$ cat src/rtl/clk_div_monitor.sv
// Gated rising-edge counter for self-testing the divider chain over a fixed clk window.
// Optional range checker on the err output is enabled by defining CLK_DIV_MON_CHECK_EN.
module clk_div_monitor #(
  parameter int unsigned WINDOW_LEN = 256,
  parameter int unsigned COUNT_W    = 9
) (
  input  logic               clk,
  input  logic               rst_n,
  input  logic               ena,
  input  logic [3:0]         div_taps,
  input  logic               y_in,
  input  logic [2:0]         sel,
  input  logic               start,
  output logic [COUNT_W-1:0] count,
  output logic               valid,
  output logic               busy,
  output logic               err
);

  localparam int unsigned WinW = $clog2(WINDOW_LEN);

  typedef enum logic [1:0] {StIdle, StArm, StMeasure, StDone} state_e;

  state_e             state_q;
  logic [2:0]         sel_q;
  logic               arm_q;
  logic [WinW-1:0]    win_cnt_q;
  logic [COUNT_W-1:0] edge_cnt_q;
  logic [4:0]         sync1_q, sync2_q;
  logic               s_d_q;
  logic               sel_sig, rise, last_win, load;
  logic [COUNT_W-1:0] new_cnt;

  // Bit 4 carries Y, bits 3:0 the divider taps.
  always_ff @(posedge clk or negedge rst_n) begin
    if (!rst_n) begin
      sync1_q <= '0;
      sync2_q <= '0;
      s_d_q   <= 1'b0;
    end else begin
      sync1_q <= {y_in, div_taps};
      sync2_q <= sync1_q;
      s_d_q   <= sel_sig;
    end
  end

  always_comb begin
    sel_sig = 1'b0;
    case (sel_q)
      3'd0:    sel_sig = sync2_q[0];
      3'd1:    sel_sig = sync2_q[1];
      3'd2:    sel_sig = sync2_q[2];
      3'd3:    sel_sig = sync2_q[3];
      3'd4:    sel_sig = sync2_q[4];
      default: sel_sig = 1'b0;
    endcase
  end

  assign rise     = sel_sig & ~s_d_q;
  assign new_cnt  = edge_cnt_q + COUNT_W'(rise);
  assign last_win = (win_cnt_q == WinW'(WINDOW_LEN - 1));
  assign load     = ena && (state_q == StMeasure) && last_win;
  assign busy     = (state_q == StArm) || (state_q == StMeasure);

  always_ff @(posedge clk or negedge rst_n) begin
    if (!rst_n) begin
      state_q    <= StIdle;
      sel_q      <= '0;
      arm_q      <= 1'b0;
      win_cnt_q  <= '0;
      edge_cnt_q <= '0;
      count      <= '0;
      valid      <= 1'b0;
    end else begin
      valid <= 1'b0;
      if (!ena) begin
        state_q <= StIdle;
      end else begin
        case (state_q)
          StIdle: begin
            if (start) begin
              state_q <= StArm;
              sel_q   <= sel;
              arm_q   <= 1'b0;
            end
          end
          // Two cycles so stale edges from the previous selection drain out.
          StArm: begin
            edge_cnt_q <= '0;
            win_cnt_q  <= '0;
            arm_q      <= 1'b1;
            if (arm_q) state_q <= StMeasure;
          end
          StMeasure: begin
            edge_cnt_q <= new_cnt;
            win_cnt_q  <= win_cnt_q + 1'b1;
            if (last_win) begin
              state_q <= StDone;
              count   <= new_cnt;
              valid   <= 1'b1;
            end
          end
          default: state_q <= StIdle;
        endcase
      end
    end
  end

`ifdef CLK_DIV_MON_CHECK_EN
  localparam logic [COUNT_W:0] One = 1;
  logic [COUNT_W:0] exp_cnt, got_cnt;
  logic             err_q;

  always_comb begin
    exp_cnt = (COUNT_W + 1)'(WINDOW_LEN >> (32'(sel_q) + 32'd1));
    got_cnt = {1'b0, new_cnt};
  end

  // Tolerate +/-1 for phase alignment of the tap against the window.
  always_ff @(posedge clk or negedge rst_n) begin
    if (!rst_n) begin
      err_q <= 1'b0;
    end else if (load) begin
      err_q <= (sel_q < 3'd4) && ((got_cnt > exp_cnt + One) || (got_cnt + One < exp_cnt));
    end
  end

  assign err = err_q;
`else
  assign err = 1'b0;
`endif

endmodule
$ cat config.mk
export PLATFORM = sky130hd
export DESIGN_NAME = clk_div_monitor
export DESIGN_NICKNAME = d
export VERILOG_FILES = /design/src/rtl/clk_div_monitor.sv
export SDC_FILE = /design/constraint.sdc
export NUM_CORES = 1
export LEC_CHECK = 0
export CORE_MARGIN = 4
export CORE_UTILIZATION = 59
export CTS_CLUSTER_SIZE = 12
export DETAILED_ROUTE_END_ITERATION = 10
export HOLD_SLACK_MARGIN = 0.06
export PLACE_DENSITY = 0.86
export SLEW_MARGIN = 20
export SYNTH_ARGS = -nofsm -noshare
export SYNTH_HDL_FRONTEND = slang
export SYNTH_SLANG_ARGS = --single-unit
$ cat constraint.sdc
create_clock -name clk -period 6.3 [get_ports clk]
set_input_delay 1.26 -clock clk [delete_from_list [all_inputs] [get_ports clk]]
set_output_delay 1.26 -clock clk [all_outputs]
set_load 0.1 [all_outputs]
# Yosys cells after proc, flatten, opt, wreduce, memory -nomap -nowiden
# Cells that the tools add are included.
[op_classes]
n_eq_ne = 11
mux = 13
n_bitwise = 2
n_reduce_logical = 10
add_sub_neg = 2
[op_table]
columns = ["op", "count"]
rows = [
  ["case mux 9 bit (2 select lines)", 1],
  ["case mux 8 bit (2 select lines)", 1],
  ["AND reduction 3 bit", 4],
  ["adder 9 x 1 -> 9 bit", 1],
  ["!= test 3 bit, second input constant", 3],
  ["adder 8 x 1 -> 8 bit, second input constant", 1],
  ["== test 8 bit, second input constant", 1],
  ["two-way mux 2 bit", 4],
  ["== test 3 x 2 -> 1 bit, second input constant", 2],
  ["case mux 2 bit (3 select lines)", 1],
  ["case mux 1 bit (5 select lines)", 1],
  ["two-way mux 1 bit", 4],
  ["nonzero test 2 bit", 2],
  ["== test 3 x 1 -> 1 bit, second input constant", 1],
  ["== test 3 bit, second input constant", 1],
  ["logical NOT 3 bit", 1],
  ["== test 2 x 1 -> 1 bit, second input constant", 1],
  ["== test 2 bit, second input constant", 1],
  ["logical NOT 2 bit", 1],
  ["!= test 2 bit, second input constant", 1],
  ["case mux 1 bit (2 select lines)", 1],
  ["AND reduction 2 bit", 1],
  ["bitwise AND 1 bit", 1],
  ["logical OR 1 bit", 1],
  ["inverter 1 bit", 1],
]
[totals]
reg_bits = 44
input_bits = 12
output_inout_bits = 12
elab_cells = 48

# Longest topological paths before layout
# Gate-level depths: netlist of run 1.
[logic_depth]
word_depth = 5
mapped_depth = 9
depth_no_buf = 9

# Worst setup path after synthesis of run 1
# Ideal clock, no wire load.
[synth_path]
path_type = "reg2out"
from = "register state_q[0]"
to = "output busy"
path_slack_ns = 3.723
required_ns = 5.040
arrival_time_ns = 1.317
path_buffers = 0
stages_incl_launch_ff = 3
path_cell_list = "dfrtp_1 > inv_1 > ha_1"
[synth_via]
elab_chain_cells = 2
word_cells_on_any_way = 3
classes_between = "eq/ne (2); reduce/logical (1)"
[synth_lines]
columns = ["item", "line_no", "source"]
rows = [
  ["start: declaration", "24", "state_e state_q;"],
  ["start signal: assignment", "67", "state_q <= StIdle;"],
  ["start signal: assignment", "77", "state_q <= StIdle;"],
  ["start signal: assignment", "82", "state_q <= StArm;"],
  ["== test 2 x 1 -> 1 bit or == test 2 bit (tied branches)", "63", "assign busy = (state_q == StArm) || (state_q == StMeasure);"],
  ["logical OR 1 bit (*)", "63", ""],
  ["end: declaration", "16", "output logic busy,"],
]
# Mark *: on every way between the ends. The rest lies on a longest branch, timed or not.

# Worst setup path in the final report of run 1
[layout_path]
from = "register state_q[1]"
to = "output busy"
# Same word-level chain as after synthesis.

==> results of run 1 <==
cell type report:
cell class	instances	area (sq um)	share of cell area, %
well taps	44	55.1	2.44
flip-flops and latches	44	1100	48.8
clock buffers	6	41.3	1.83
multi-input cells	119	820	36.3
repair buffers	22	215	9.54
clock inverters	1	5.00	0.222
inverters	5	18.8	0.832
power by group:
group,switching [mW],internal [mW],total (mW)
combinational,0.132,0.0857,0.218
sequential,0.0252,0.310,0.336
clock,0.0810,0.0412,0.122
total,0.238,0.437,0.675
metal layers:
metal | track usage [%] | part of all wire (%) | vias to the layer above | routed length, um
li1 | - | - | 654 | -
met2 | 31.4 | 50 | 38 | 1770
met3 | 5.61 | 4.8 | 4 | 171
met4 | 3.55 | 0.82 | 0 | 29
met5 | 0 | 0 | - | 0
met1 | 24.1 | 45 | 673 | 1580
state kept, by name (all words and copies together), names as in the netlist:
name	flops
sync1_q	5
win_cnt_q	8
count	9
edge_cnt_q	9
state_q	2
s_d_q	1
arm_q	1
sync2_q	5
sel_q	3
valid	1
final timing paths:
path,startpoint,slack (ps),to,cells after the start
max in group asynchronous,rst_n,4670,sync2_q[2],1
min in group asynchronous,rst_n,1040,edge_cnt_q[8],1
worst max register to register,sel_q[0],3790,count[6],9
worst min-delay path,sync1_q[4],360,sync2_q[4],0
worst max-delay path,state_q[1],2680,busy,3
worst min register to register,sync1_q[4],360,sync2_q[4],0
synthesized netlist by cell type, drive strengths merged:
| cell | number | share of area, % |
|---|---|---|
| buf | 7 | 2.3 |
| mux4 | 1 | 1.1 |
| mux2i | 2 | 1.0 |
| nor3 | 2 | 1.1 |
| and2 | 1 | 0.31 |
| nor2 | 12 | 2.3 |
| clkbuf | 3 | 0.63 |
| o31ai | 6 | 2.3 |
| nand3 | 7 | 2.0 |
| o21a | 2 | 0.75 |
| nor3b | 1 | 0.38 |
| a21o | 3 | 1.1 |
| inv | 5 | 0.94 |
| o22ai | 1 | 0.31 |
| o41ai | 2 | 0.88 |
| and4 | 1 | 0.44 |
| and3 | 2 | 0.63 |
| dfrtp | 44 | 55 |
| or3 | 1 | 0.31 |
| o221ai | 1 | 0.44 |
| a31oi | 2 | 0.63 |
| ha | 7 | 4.4 |
| xnor2 | 2 | 0.88 |
| nand2 | 17 | 3.3 |
| a22o | 4 | 1.8 |
| nand4 | 2 | 0.63 |
| o21ai | 14 | 3.5 |
| conb | 1 | 0.19 |
| xor2 | 5 | 2.2 |
| nor2b | 2 | 1.0 |
| a21oi | 11 | 3.1 |
| mux2 | 7 | 4.1 |
stage by stage:
step,hold WS [ps],area (sq um)
2_1_floorplan,331,2000
3_3_place_gp,334,2210
3_5_place_dp,336,2210
4_1_cts,361,2260
5_1_grt,367,2260
6_report,361,2260
cells in the final DEF (no fill, tap or decap), drive strengths merged, types with 3 or more instances in the layout:
| master | netlist | final |
|---|---|---|
| o21ai | 14 | 14 |
| ha | 7 | 7 |
| o31ai | 6 | 6 |
| clkbuf | 3 | 6 |
| dfrtp | 44 | 44 |
| a22o | 4 | 4 |
| xor2 | 5 | 5 |
| mux2 | 7 | 7 |
| inv | 5 | 5 |
| a21o | 3 | 3 |
| nor2 | 12 | 12 |
| nand2 | 17 | 17 |
| clkdlybuf4s50 | 0 | 21 |
| a21oi | 11 | 11 |
| nand3 | 7 | 7 |
cell families (layout without fill, tap and decap cells):
logic type / after synthesis / count (layout) / synth area share (%)
XOR/XNOR: 7 / 7 / 3.07
AO/OA/AOI/OAI: 46 / 46 / 14.8
multiplexers: 10 / 10 / 6.26
AND/OR/NAND/NOR: 48 / 48 / 12.3
other: 1 / 1 / 0.188
adder cells (fa/ha/maj): 7 / 7 / 4.38
buffers and inverters: 15 / 34 / 3.88
flip-flops: 44 / 44 / 55.1
worst register-to-register path: cells and delay by family (launching register included):
family	cells	cell delay, ps
compound gates	1	80
xor+xnor	1	160
fa+ha+maj	2	440
flops	1	410
mux	2	810
simple gates	3	490
==> results.toml, run 1 <==
[run_status]
outcome = "finished clean"

[synth]
synth.cell_area_sq_mm = 0.00200
synth_cell_types = 41
avgSynthCellArea_sq_um = 11.2
ys_warn_count = 0
synth.net_count = 197
ys_ff_latch = 44
synth_cells = 178
yosysSeqAreaShare_pct = 55.1

[placement]
place.detailed.hpwl_um = 2540
io_buffers = 22
gp_congestion = 0.799
dp_slack_ps = 3040
dpl.cell_count = 234

[worst_setup_path]
critPathTopFamily = "buffers and inverters"
worst_setup_path_start_kind = "flop"
slowest_stage = "clkdlybuf4s50_1"
crit_path_max_incr_delay_ps = 1160
cp.arrival_ps = 2360
cp.required_ps = 5040
crit_path_end_kind = "primary output"
cp_cell_sequence = "inv_1 > ha_1 > clkdlybuf4s50_1"
worstPathMaxFanout = 4
critPathKind = "flop to primary output"
cp.buffers_inverters = 2

[layout]
layoutNonFillerInstCount = 241
synthToLayoutAreaGrowth_pct = 12.9
nNetsFinal = 216
final_util_pct = 71.5
nFillCells = 236
drive_above_1_share_pct = 10.7
insertedDiodeCount = 0

[power_and_ir_drop]
ir_worst_vdd_mv = 0.352
p_leak_nw = 1.02
power.density_mw_per_mm2 = 299
power.total_mw = 0.675

[global_routing]
grt_use_total_pct = 18.7
grt_pass1_vias = 1403
grt_pass1_wl_um = 6280
antenna_found_initial = 0
grt_overflow = 0
grt_max_degree = 45

[clocking]
cts_tree = "done"
numCtsBuffers = 5
clkLatencyLatePin_ps = 340
root_buffer = "clkbuf_4"
htreeDepth = 2
hold_buffers = 0
clk_pin_slew_ps = 110
cts_buffer_depth = 2
cts_setup_buffers = 0
ctsResizeCount = 0
cts.sinks = 44

[floorplan]
num_rows = 20
core_sq_mm = 0.00315
die_area_sq_mm = 0.00438
io_pins = 24
fp.dieW_um = 66.2
die_h_um = 66.2
start_util_pct = 63.4

[timing]
setup_viol = 0
max_freq_mhz = 276
post-route-min-period_ps = 3620
setup_tns_ps = 0
maxSlewHeadroom_pct = 33.1
fin_crit_sh_pct = 57.5
tightest_slew_ps = 1000
fin_skew_ps = 11.9
hold_viol_final = 0
setup_slack_ps = 2680
slew_violations = 0
rsz0062_at_grt = "false"

[detailed_routing]
post_drt_wl_per_cell_um = 14.7
routed_wl_um = 3550
first_pass_iters = 4
drc_errors = 0
drt_first_iter_violations = 43
vias = 1369
vias_per_cell = 5.68
postRouteAntennaNets = 0

[run]
maxCapViolations = 0

[min_path]
hold_path.class = "flop to flop"
(Power assumes the default switching activity.)
==> run 2, diff against run 1 <==
Settings changed: CORE_UTILIZATION 59 to 49, PLACE_DENSITY 0.86 to 0.76.
Clock period 6.3 ns to 3.1 ns, I/O delays scaled along.
==> results.toml, run 2 (synthesized netlist as in run 1, its figures left out) <==
[run_status]
outcome = "finished clean"

[clocking]
numCtsBuffers = 5
htreeDepth = 2
clk_pin_slew_ps = 80
ctsResizeCount = 0
cts_tree = "done"
cts_buffer_depth = 2
root_buffer = "clkbuf_8"
cts_setup_buffers = 0
hold_buffers = 0
clkLatencyLatePin_ps = 290
cts.sinks = 44

[worst_setup_path]
crit_path_end_kind = "flop"
critPathKind = "flop to flop"
worst-r2r-setup-slack_ps = 670
cpMostUsedCell = "ha_1"
crit_path_max_incr_delay_ps = 500
cp_cell_sequence = "mux4_2 > mux2_4 > nor2b_4 > ha_1 > ha_1 > and2_1 > nand4_1 > a21oi_1 > o21ai_0"
worst_setup_path_start_kind = "flop"
worstPathMaxFanout = 5
r2r_start = "sel_q[0]"
reg2regPathDepth = 9
slowest_stage = "mux4_2"
cp.arrival_ps = 2640
reg2reg_to = "edge_cnt_q[6]"
cp.required_ps = 3310

[floorplan]
start_util_pct = 52.6
io_pins = 24
num_rows = 22
core_sq_mm = 0.00380
die_area_sq_mm = 0.00516
fp.dieW_um = 71.9
die_h_um = 71.9

[detailed_routing]
drt_first_iter_violations = 81
first_pass_iters = 4
routed_wl_um = 3650
drc_errors = 0
postRouteAntennaNets = 0
vias = 1399
post_drt_wl_per_cell_um = 14.7
vias_per_cell = 5.64

[placement]
io_buffers = 22
placed_area_sq_mm = 0.00220
place.detailed.hpwl_um = 2540
gp_congestion = 0.807
dp_slack_ps = 668

[timing]
tightest_slew_ps = 964
post-route-min-period_ps = 2430
maxSlewHeadroom_pct = 35.7
setup_viol = 0
rsz0062_at_grt = "false"
max_freq_mhz = 411
fin_skew_ps = 5.65
fin_crit_sh_pct = 78.5
setup_tns_ps = 0
slew_violations = 0
hold_viol_final = 0
setup_slack_ps = 666

[min_path]
hold_path_startpoint = "sync1_q[1]"
holdPathEnd = "sync2_q[1]"
hold_depth = 0
hold_path.class = "flop to flop"

[global_routing]
grt_overflow = 0
grt_use_total_pct = 15.8
grt_pass1_wl_um = 6420
grt_max_degree = 45
grt_pass1_vias = 1466
antenna_found_initial = 0

[layout]
largest_registers = "count: 9 flops, edge_cnt_q: 9 flops, win_cnt_q: 8 flops"
insertedDiodeCount = 0
final_common_cell = "dfrtp_1"
final_cell_mix = "dfrtp_1, nand2_1, o21ai_0, buf_4, nor2_1"
synthToLayoutAreaGrowth_pct = 16.5
final_util_pct = 61.3
nNetsFinal = 218
drive_above_1_share_pct = 18.0
nFillCells = 299
design_area_sq_mm = 0.00233

[run]
maxCapViolations = 0

[power_and_ir_drop]
ir_worst_vdd_mv = 0.568
power.density_mw_per_mm2 = 685
power.total_mw = 1.60
p_leak_nw = 1.09
run 2: changes by cell type in the layout (fill, tap and decap cells not counted):
cell             delta
clkbuf_1            -1
clkinv_2            -1
clkbuf_4            -5
buf_4              +13
bufinv_16           +1
clkbuf_8            +7
clkdlybuf4s50_1    -11
run 2: worst max-delay path by stage:
stage,start,endpoint,slack (ps),cells after the start
after floorplan,sel_q[0],count[6],810,9
after global placement,sel_q[0],count[6],730,9
after detailed placement,sel_q[0],edge_cnt_q[6],670,9
after CTS,sel_q[0],edge_cnt_q[6],650,9
after global routing,sel_q[0],edge_cnt_q[6],480,9
final,sel_q[0],edge_cnt_q[6],670,9
run 2: critical path, delay by kind of cell, from the launching register on:
| family | cells | cell delay [ps] |
|---|---|---|
| mux | 2 | 790 |
| simple gates | 3 | 480 |
| fa+ha+maj | 2 | 420 |
| flops | 1 | 390 |
| compound gates | 2 | 290 |
run 2: cell type report:
cell class | instances | area [sq um] | area share [%]
clock inverters | 1 | 30.0 | 1.29
clock buffers | 7 | 96.3 | 4.14
multi-input cells | 119 | 820 | 35.2
inverters | 5 | 18.8 | 0.806
well taps | 48 | 60.1 | 2.58
repair buffers | 24 | 203 | 8.70
flip-flops and latches | 44 | 1100 | 47.3
run 2: power by group:
| group | leakage [nW] | switching (mW) | total (mW) | internal [mW] |
|---|---|---|---|---|
| combinational | 0.443 | 0.273 | 0.445 | 0.173 |
| sequential | 0.581 | 0.0505 | 0.681 | 0.631 |
| clock | 0.0645 | 0.185 | 0.469 | 0.284 |
run 2: stage by stage:
stage | std cells | hold WS (ps)
6_report | 248 | 351
5_1_grt | 248 | 362
2_1_floorplan | 178 | 324
3_5_place_dp | 240 | 335
3_3_place_gp | 240 | 332
4_1_cts | 248 | 352
run 2: per-layer routing:
metal	global-route usage, %	share of wire (%)
met1	18.4	45
met2	27.2	49
met3	3.79	4.5
met4	7.31	1.8
met5	0	0
==> run 3, diff against run 2 <==
Clock period 3.1 ns to 2.1 ns, I/O delays scaled along.
==> results.toml, run 3 (synthesized netlist as in run 1, its figures left out) <==
[global_routing]
grt_pass1_vias = 1508
grt_pass1_wl_um = 7140
grt_max_degree = 25
grt_overflow = 0
grt_use_total_pct = 17.8
antenna_found_initial = 0

[floorplan]
die_area_sq_mm = 0.00516
core_sq_mm = 0.00380
fp.dieW_um = 71.9
start_util_pct = 52.6
io_pins = 24
die_h_um = 71.9
num_rows = 22

[worst_setup_path]
critPathTopFamily = "multiplexers"
startpoint = "sel_q[0]"
cp.buffers_inverters = 0
r2r_start = "sel_q[0]"
crit_path_max_incr_delay_ps = 500
crit_path_end_kind = "flop"
critPathKind = "flop to flop"
cp_cell_sequence = "mux4_2 > mux2_4 > nor2b_4 > ha_4 > ha_4 > and2_4 > nand4_1 > xor2_1 > a21oi_1"
worstPathMaxFanout = 4
cp.arrival_ps = 2460
slowest_stage = "mux4_2"
worst_setup_path_start_kind = "flop"
cpMostUsedCell = "ha_4"
cp.required_ps = 2290

[clocking]
htreeDepth = 2
cts_tree = "done"
clkLatencyLatePin_ps = 300
numCtsBuffers = 5
clk_pin_slew_ps = 90
cts.sinks = 44
cts_buffer_depth = 2
root_buffer = "clkbuf_8"

[min_path]
hold_path.class = "input port to async pin"

[layout]
final_cell_mix = "dfrtp_1, buf_4, nand2_1, nor2_1"
final_common_cell = "dfrtp_1"
nNetsFinal = 232
synthToLayoutAreaGrowth_pct = 29.1
largest_registers = "count: 9 flops, edge_cnt_q: 9 flops, win_cnt_q: 8 flops"
drive_above_1_share_pct = 31.8
layoutNonFillerInstCount = 262
insertedDiodeCount = 0

[run_status]
violations = "setup timing"
outcome = "finished with violations"

[detailed_routing]
post_drt_wl_per_cell_um = 15.5
routed_wl_um = 4060
first_pass_iters = 4
vias = 1478
vias_per_cell = 5.64
drt_first_iter_violations = 72
postRouteAntennaNets = 0
drc_errors = 0

[timing]
maxSlewHeadroom_pct = 63.7
setup_slack_ps = -165
fin_skew_ps = 10.1
post-route-min-period_ps = 2270
tightest_slew_ps = 545
fin_crit_sh_pct = 108
hold_viol_final = 0
max_freq_mhz = 441
setup_tns_ps = -1300
rsz0062_at_grt = "true"
holdWs_ps = 96.1
slew_violations = 0
setup_viol = 13

[run]
maxCapViolations = 0

[placement]
gp_congestion = 0.806
place.detailed.hpwl_um = 2870
dpl.cell_count = 252
io_buffers = 22

[power_and_ir_drop]
power.density_mw_per_mm2 = 962
p_leak_nw = 1.16
power.total_mw = 2.48
ir_worst_vdd_mv = 1.15
## run 3: path summary, 6_finish.rpt
check	to	slack [ps]	cells after the start
worst max-delay path	count[6]	-170	9
worst min-delay path	sync2_q[4]	100	1
worst max register to register	count[6]	-170	9
worst min register to register	sync2_q[0]	360	0
max in group asynchronous	win_cnt_q[6]	1500	2
min in group clk	sync2_q[0]	360	0
## run 3: power by group
group / switching, mW / internal [mW]
clock: 0.290 / 0.389
combinational: 0.437 / 0.354
sequential: 0.0788 / 0.931
total: 0.806 / 1.67
## run 3: what timing repair did
item | CTS | global route
gates cloned | 0 | 0
buffers inserted | 2 | 2
gates resized for setup | 12 | 7
hold buffers | 0 | 0
setup endpoints to repair | 14 | 15
pin swaps | 5 | 7
## run 3: metal layers
| layer | vias to the layer above | wire length (um) | GRT usage (%) |
|---|---|---|---|
| met5 | - | 0 | 0 |
| met4 | 0 | 51 | 6.47 |
| met3 | 7 | 188 | 3.51 |
| met2 | 31 | 2140 | 30.7 |
| met1 | 741 | 1690 | 22.0 |
| li1 | 699 | - | - |
## run 3: metrics by stage
| stage | cell area (sq um) | util [%] | setup slack, ps |
|---|---|---|---|
| detailed placement | 2360 | 62.1 | -134 |
| CTS | 2540 | 66.9 | -152 |
| finish | 2580 | 67.9 | -165 |
| floorplan | 2050 | - | -59.0 |
| global placement | 2360 | 62.1 | -84.5 |
| global route | 2580 | 67.9 | -309 |
## run 3: layout make-up
class | instances | area (sq um)
fillers | 277 | 1220
flip-flops and latches | 44 | 1100
multi-input cells | 119 | 942
repair buffers | 38 | 337
clock buffers | 6 | 82.6
well taps | 48 | 60.1
clock inverters | 2 | 38.8
inverters | 5 | 18.8
